## config.mk

```make
export PLATFORM = sky130hd
export DESIGN_NAME = fetch_sequencer
export DESIGN_NICKNAME = d
export VERILOG_FILES = /design/src/rtl/fetch_pkg.sv /design/src/rtl/fetch_redirect_mux.sv /design/src/rtl/fetch_sequencer.sv
export SDC_FILE = /design/constraint.sdc
export NUM_CORES = 1
export LEC_CHECK = 0
export ABC_AREA = 1
export CAP_MARGIN = 20
export CORE_ASPECT_RATIO = 0.8
export CORE_UTILIZATION = 40
export DETAILED_ROUTE_END_ITERATION = 7
export DONT_BUFFER_PORTS = 1
export SETUP_SLACK_MARGIN = 0.4
export SLEW_MARGIN = 20
export SYNTH_ARGS = -nofsm -noshare
export SYNTH_HDL_FRONTEND = slang
export SYNTH_SLANG_ARGS = --single-unit
```

## constraint.sdc

```tcl
create_clock -name clk -period 2.4 [get_ports clk]
set_input_delay 0.48 -clock clk [delete_from_list [all_inputs] [get_ports clk]]
set_output_delay 0.48 -clock clk [all_outputs]
set_load 0.005 [all_outputs]
```

## src/rtl/fetch_pkg.sv

```systemverilog
// Shared types and constants for the instruction fetch sequencer.
package fetch_pkg;

    typedef enum logic [1:0] {
        FETCH = 2'd0,
        WAIT  = 2'd1,
        DRAIN = 2'd2
    } fetch_state_e;

    localparam logic [31:0] NOP_INSTR = 32'h0000_0000;
    localparam logic [31:0] PC_INC    = 32'd4;

    function automatic logic [31:0] align_word(input logic [31:0] a);
        return {a[31:2], 2'b00};
    endfunction

endpackage

```

## src/rtl/fetch_redirect_mux.sv

```systemverilog
// Priority select of the redirect source: a taken branch beats a jump.
module fetch_redirect_mux
    import fetch_pkg::*;
(
    input  logic        br_taken_i,
    input  logic [31:0] br_target_i,
    input  logic        jmp_valid_i,
    input  logic [31:0] jmp_target_i,
    output logic        redir_o,
    output logic [31:0] target_o
);

    assign redir_o  = br_taken_i | jmp_valid_i;
    assign target_o = align_word(br_taken_i ? br_target_i : jmp_target_i);

endmodule

```

## src/rtl/fetch_sequencer.sv

```systemverilog
// IF-stage fetch sequencer: owns the PC, runs the imem req/gnt/rvalid
// handshake and holds the IF/ID payload registers.
module fetch_sequencer
    import fetch_pkg::*;
#(
    parameter logic [31:0] RESET_PC = 32'h0000_0000
) (
    input  logic        clk,
    input  logic        rst,
    input  logic        stall,
    input  logic        br_taken,
    input  logic [31:0] br_target,
    input  logic        jmp_valid,
    input  logic [31:0] jmp_target,
    output logic        imem_req,
    output logic [31:0] imem_addr,
    input  logic        imem_gnt,
    input  logic        imem_rvalid,
    input  logic [31:0] imem_rdata,
    output logic        if_valid,
    output logic [31:0] if_pc,
    output logic [31:0] if_npc,
    output logic [31:0] if_instr,
    output logic        busy
);

    fetch_state_e state_q, state_d;
    logic [31:0]  pc_q, pc_d;
    logic         if_valid_q, if_valid_d;
    logic [31:0]  if_pc_q, if_pc_d;
    logic [31:0]  if_npc_q, if_npc_d;
    logic [31:0]  if_instr_q, if_instr_d;
    logic         redir;
    logic [31:0]  target;
    logic         capture;
    logic         accepted;

    fetch_redirect_mux u_redirect_mux (
        .br_taken_i   (br_taken),
        .br_target_i  (br_target),
        .jmp_valid_i  (jmp_valid),
        .jmp_target_i (jmp_target),
        .redir_o      (redir),
        .target_o     (target)
    );

    // A live payload under stall blocks issue, so a capture never clobbers it.
    assign imem_req  = (state_q == FETCH) & ~(if_valid_q & stall) & ~rst;
    assign imem_addr = pc_q;
    assign accepted  = imem_req & imem_gnt;
    assign busy      = (state_q != FETCH);

    always_comb begin
        state_d = state_q;
        pc_d    = pc_q;
        capture = 1'b0;
        case (state_q)
            FETCH: begin
                if (redir) begin
                    pc_d = target;
                    if (accepted) state_d = DRAIN;
                end else if (accepted) begin
                    state_d = WAIT;
                end
            end
            WAIT: begin
                if (redir) begin
                    pc_d    = target;
                    state_d = imem_rvalid ? FETCH : DRAIN;
                end else if (imem_rvalid) begin
                    capture = 1'b1;
                    pc_d    = pc_q + PC_INC;
                    state_d = FETCH;
                end
            end
            DRAIN: begin
                if (redir) pc_d = target;
                if (imem_rvalid) state_d = FETCH;
            end
            default: state_d = FETCH;
        endcase
    end

    always_comb begin
        if_valid_d = if_valid_q;
        if_pc_d    = if_pc_q;
        if_npc_d   = if_npc_q;
        if_instr_d = if_instr_q;
        if (capture) begin
            if_valid_d = 1'b1;
            if_pc_d    = pc_q;
            if_npc_d   = pc_q + PC_INC;
            if_instr_d = imem_rdata;
        end else if (redir || (if_valid_q && !stall)) begin
            if_valid_d = 1'b0;
        end
    end

    always_ff @(posedge clk) begin
        if (rst) begin
            state_q    <= FETCH;
            pc_q       <= RESET_PC;
            if_valid_q <= 1'b0;
            if_pc_q    <= RESET_PC;
            if_npc_q   <= RESET_PC + PC_INC;
            if_instr_q <= NOP_INSTR;
        end else begin
            state_q    <= state_d;
            pc_q       <= pc_d;
            if_valid_q <= if_valid_d;
            if_pc_q    <= if_pc_d;
            if_npc_q   <= if_npc_d;
            if_instr_q <= if_instr_d;
        end
    end

    assign if_valid = if_valid_q;
    assign if_pc    = if_pc_q;
    assign if_npc   = if_npc_q;
    assign if_instr = if_instr_q;

endmodule

```

Word level (Yosys, flattened, before mapping):

Index checks and enable logic that the tools add are counted.

* divide/modulo/power cells: 0
* equal/unequal tests: 5
* $add $sub $neg: 1
* multiplexer cells: 17
* shifts and indexed selects: 0
* reduce and logical (&&, ||, !) cells: 9
* multipliers: 0
* order comparisons: 0
* bitwise gates (word level): 7

Operator list (number)
* two-way mux 32 bit: 4
* case mux 32 bit (2 select lines): 1
* adder 32 x 3 -> 32 bit, second input constant: 1
* two-way mux 2 bit: 6
* case mux 2 bit (3 select lines): 1
* nonzero test 2 bit: 3
* two-way mux 1 bit: 5
* bitwise AND 1 bit: 4
* != test 3 bit, second input constant: 1
* AND reduction 3 bit: 1
* == test 2 x 1 -> 1 bit, second input constant: 1
* == test 2 bit, second input constant: 1
* logical NOT 2 bit: 1
* != test 2 x 1 -> 1 bit, second input constant: 1
* != test 2 bit, second input constant: 1
* NOT 1 bit: 2
* OR reduction 2 bit: 1
* logical AND 1 bit: 1
* logical NOT 1 bit: 1
* logical OR 1 bit: 1
* bitwise OR 1 bit: 1

* register bits: 131
* RAM bits: 0
* memory bits (read-only): 0
* memories kept: 0
* word-level logic and storage cells: 45
* input port bits: 103
* latch bits: 0

Logic depth before layout (Yosys ltp):

* depth after elaboration: 8
* gate-level depth with buffers: 10
* mapped depth without buffers: 10

Modules after synthesis:

Synthesis repeated with hierarchy kept, for this count alone.

* cells, all modules: 903
* area total of the unflattened synthesis: 6028.3 µm²

By module, submodules not included
* fetch_sequencer: cells each 802, area each 5631.7 µm², times used 1, sequential area each 2582.5 µm²
* fetch_redirect_mux: cells each 101, area each 396.6 µm², times used 1, sequential area each 0.0 µm²

Worst setup path after synthesis:

OpenSTA, ideal clock, no wires.

* path kind: register to register
* from: reg pc_q[3], in the netlist imem_addr[3]
* to: reg if_npc_q[16], in the netlist if_npc[16]
* data arrival time: 1354 ps
* setup slack: 931 ps
* cell stages (with the launch flop): 8
* required time: 2285 ps
* period minus slack after synthesis: 1469 ps
* setup time: 115 ps
* buffers on the path: 0
* cell sequence: dfxtp_1 > ha_1 > nand3_1 > nor2_2 > nand3_1 > xnor2_1 > o21ai_0 > inv_1

* cells in the longest elaborated chain, start to end: 1

RTL lines
* from (decl): RTL line fetch_sequencer.sv:28 `logic [31:0] pc_q, pc_d;`
* from (signal assigned): RTL line fetch_sequencer.sv:109 `pc_q <= pc_d;`
* adder 32 x 3 -> 32 bit: RTL line fetch_sequencer.sv:92 `if_npc_d = pc_q + PC_INC;`
* to (signal assigned): RTL line fetch_sequencer.sv:105 `if_npc_q <= RESET_PC + PC_INC;`
* to (signal assigned): RTL line fetch_sequencer.sv:112 `if_npc_q <= if_npc_d;`
* to (decl): RTL line fetch_sequencer.sv:31 `logic [31:0] if_npc_q, if_npc_d;`

Every way passes these cells.
A chain may end at the register's enable or synchronous reset.

Worst setup path after layout:

* from: reg pc_q[10], in the netlist imem_addr[10]
* to: reg if_npc_q[28], in the netlist if_npc[28]

The elaborated chain is that of the path after synthesis.

==> impl_metrics.env <==
export IMPL_postCtsSetupRepairBufs=0
export IMPL_worstReg2RegStart="imem_addr[10]"
export IMPL_synth_edf_count=0
export IMPL_ir_drop_mv=0.456
export IMPL_cts_sinks=125
export IMPL_htreeDepth=4
export IMPL_synth_area_leader_cell="dfxtp_1"
export IMPL_synth_avg_cell_area_um2=6.73
export IMPL_tns_ns=0
export IMPL_synth_top_cells_by_count="nand2_1, nor2_1, dfxtp_1, o21ai_0, a21oi_1"
export IMPL_max_stage_delay_ns=0.53
export IMPL_synth_most_common_cell="nand2_1"
export IMPL_async_flop_share_pct=0
export IMPL_path_depth=9
export IMPL_critPathBufInv=1
export IMPL_cts_root_buf="clkbuf_16"
export IMPL_drt_initial_drc_count=446
export IMPL_startpoint_type="flop"
export IMPL_maxCapViolations=0
export IMPL_core_rowCount=39
export IMPL_cp_arrival_ns=2.16
export IMPL_ys_flop_type="dfxtp_1"
export IMPL_skew_ns=0.0102
export IMPL_overflow=0
export IMPL_gp_congestion=0.876
export IMPL_viasPerCell=5.20
export IMPL_fin_crit_ns=1.85
export IMPL_hold_viol=0
export IMPL_synth_yosys_warnings=0
export IMPL_portBuffers=0
export IMPL_p_per_area_mw_per_mm2=768
export IMPL_core_mm2=0.0144
export IMPL_grtUsageTotal_pct=23.9
export IMPL_path_clk_slew_ns=0.06
export IMPL_outcome="finished, violations left"
export IMPL_first_pass_iters=8
export IMPL_dpl_cell_area_mm2=0.00599
export IMPL_grt_max_degree=111
export IMPL_drc=22
export IMPL_cp_data_required_time_ns=2.71
export IMPL_syn_to_final_growth_pct=10.7
export IMPL_antenna_found_initial=0
export IMPL_crit_family="simple AND/OR/NAND/NOR gates"
export IMPL_synth_top_area_share_pct=42.2
export IMPL_stdcell_area_mm2=0.00657
export IMPL_crit_top_cell="nand2_1"
export IMPL_r2r_cells=9
export IMPL_pre_cts_ws_ns=0.539
export IMPL_crit_slowest_cell="dfxtp_1"
export IMPL_die_area_mm2=0.0153
export IMPL_clock_path_buffers=2
export IMPL_rsz0062_at_grt="false"
export IMPL_grt_pass1_wl_um=28200
export IMPL_timing_fmax_mhz=540
export IMPL_cp_end_kind="flop"
export IMPL_io_pins=234
export IMPL_hp_class="input port to flop"
export IMPL_numCtsBuffers=17
export IMPL_antenna_left=0
export IMPL_drive_above_1_share_pct=7.80
export IMPL_violations="DRC"
export IMPL_start_util_pct=41.2
export IMPL_p_leak_nw=2.89
export IMPL_final_util_pct=45.6
export IMPL_hold_end="if_pc[2]"
export IMPL_clk_latency_ns=0.42
export IMPL_via_count=5489
export IMPL_crit_chain="nand2_1 > nor2_1 > nand2_1 > nor2_1 > nand2_1 > nand2_1 > nand2_1 > o21ai_1 > inv_1"
export IMPL_synth_area_top_cells="dfxtp_1, nand2_1, nor2_1"
export IMPL_multi_input_area_mm2=0.00296
export IMPL_fin_ws_ns=0.550
export IMPL_die_h_um=111
export IMPL_register_area_mm2=0.00250
export IMPL_dp_cells=1024
export IMPL_synth_cell_types=36
export IMPL_n_antenna_cell=0
export IMPL_path_max_fanout=6
export IMPL_ys_seq_area_share_pct=42.2
export IMPL_period_share_pct=77.1
export IMPL_synth_area_mm2=0.00593
export IMPL_first_global_vias=4958
export IMPL_die_w_um=138
export IMPL_num_fill_cells=1482
export IMPL_r2r_slack_ns=0.55
export IMPL_nets=963
export IMPL_dp_hpwl_um=12600
export IMPL_stdcell_count=1056
export IMPL_tritoncts="done"
export IMPL_min_path_cells=1
export IMPL_routed_wl_um=18000
export IMPL_r2r_end="if_npc[28]"
export IMPL_setup_viol=0
export IMPL_synth_cells=882
export IMPL_min_delay_start="rst"
export IMPL_ys_ff_latch=125
export IMPL_path_class="flop to flop"
export IMPL_slew_violations=0
export IMPL_post_drt_wl_per_cell_um=17.0
## through the flow
| stage | power [mW] | hold WS, ns |
|---|---|---|
| 2_1_floorplan | 2.49 | 0.456 |
| 3_3_place_gp | 2.58 | 0.475 |
| 3_5_place_dp | 2.58 | 0.477 |
| 4_1_cts | 5.09 | 0.120 |
| 5_1_grt | 5.24 | 0.116 |
| 6_report | 5.04 | 0.146 |
## layout by cell type, fill, tap and decap left out, types with 2 or more instances in the layout
cell | netlist | layout
a21oi_1 | 70 | 70
a31oi_1 | 2 | 2
buf_12 | 0 | 3
buf_4 | 11 | 5
clkbuf_16 | 0 | 17
clkinvlp_4 | 0 | 5
conb_1 | 1 | 6
dfxtp_1 | 125 | 124
inv_1 | 50 | 50
inv_2 | 3 | 4
inv_6 | 0 | 6
mux2i_1 | 2 | 2
nand2_1 | 193 | 193
nand2_2 | 4 | 4
nand3_1 | 23 | 23
nor2_1 | 184 | 184
nor2_2 | 5 | 4
nor2_4 | 7 | 8
o211ai_1 | 4 | 4
o21ai_0 | 107 | 107
o21ai_1 | 19 | 19
or2_2 | 4 | 4
xnor2_1 | 7 | 7
xor2_1 | 5 | 5
## how the worst max path moves through the flow
stage                        startpoint             to  slack [ns]
after global routing       imem_addr[3]  imem_addr[20]        0.41
after detailed placement   imem_addr[3]     if_npc[16]        0.54
after floorplan            imem_addr[3]     if_npc[16]        0.93
after global placement     imem_addr[3]     if_npc[16]        0.60
final                     imem_addr[10]     if_npc[28]        0.55
after CTS                  imem_addr[3]     if_npc[16]        0.53
## cell families (layout without fill, tap and decap cells)
logic type	count (synthesis)	count (layout)	share of synthesized area, %
AO/OA/AOI/OAI	205	205	17.7
AND/OR/NAND/NOR	425	425	29.1
flip-flops	125	125	42.2
multiplexers	2	2	0.337
XOR/XNOR	13	13	2.05
adder cells (fa/ha/maj)	1	1	0.211
buffers and inverters	110	95	8.41
other	1	6	0.0632
## power breakdown
part | leakage, nW | switching (mW) | internal (mW)
clock | 0.267 | 1.03 | 1.47
sequential | 1.02 | 0.111 | 2.13
combinational | 1.61 | 0.197 | 0.103
## registers in the layout, summed over array words and instances (netlist names)
name / flops
if_valid: 1
if_npc: 30
if_pc: 30
imem_addr: 30
if_instr: 32
state_q: 2
## cell type report
cell class | instances | area share (%)
Inverter | 55 | 3.14
Tap cell | 184 | 3.51
Clock inverter | 14 | 2.04
Timing Repair Buffer | 8 | 1.49
Multi-Input combinational cell | 652 | 45.0
Clock buffer | 18 | 6.69
Sequential cell | 125 | 38.1
## repair_timing
| action | 4_1_cts | 5_1_grt |
|---|---|---|
| resized for setup | 0 | 2 |
| setup endpoints to repair | 0 | 3 |
| hold buffers | 0 | 0 |
## routing by layer
| layer | track usage, % | vias up | share of wire, % | wire length [µm] |
|---|---|---|---|---|
| met5 | 0 | - | 0 | 0 |
| met4 | 6.67 | 0 | 1.0 | 185 |
| met3 | 9.68 | 17 | 9.4 | 1690 |
| met2 | 36.5 | 204 | 44 | 7960 |
| met1 | 30.9 | 2493 | 45 | 8120 |
| li1 | - | 2775 | - | - |
Note: power is estimated with default switching activity, not from simulation.
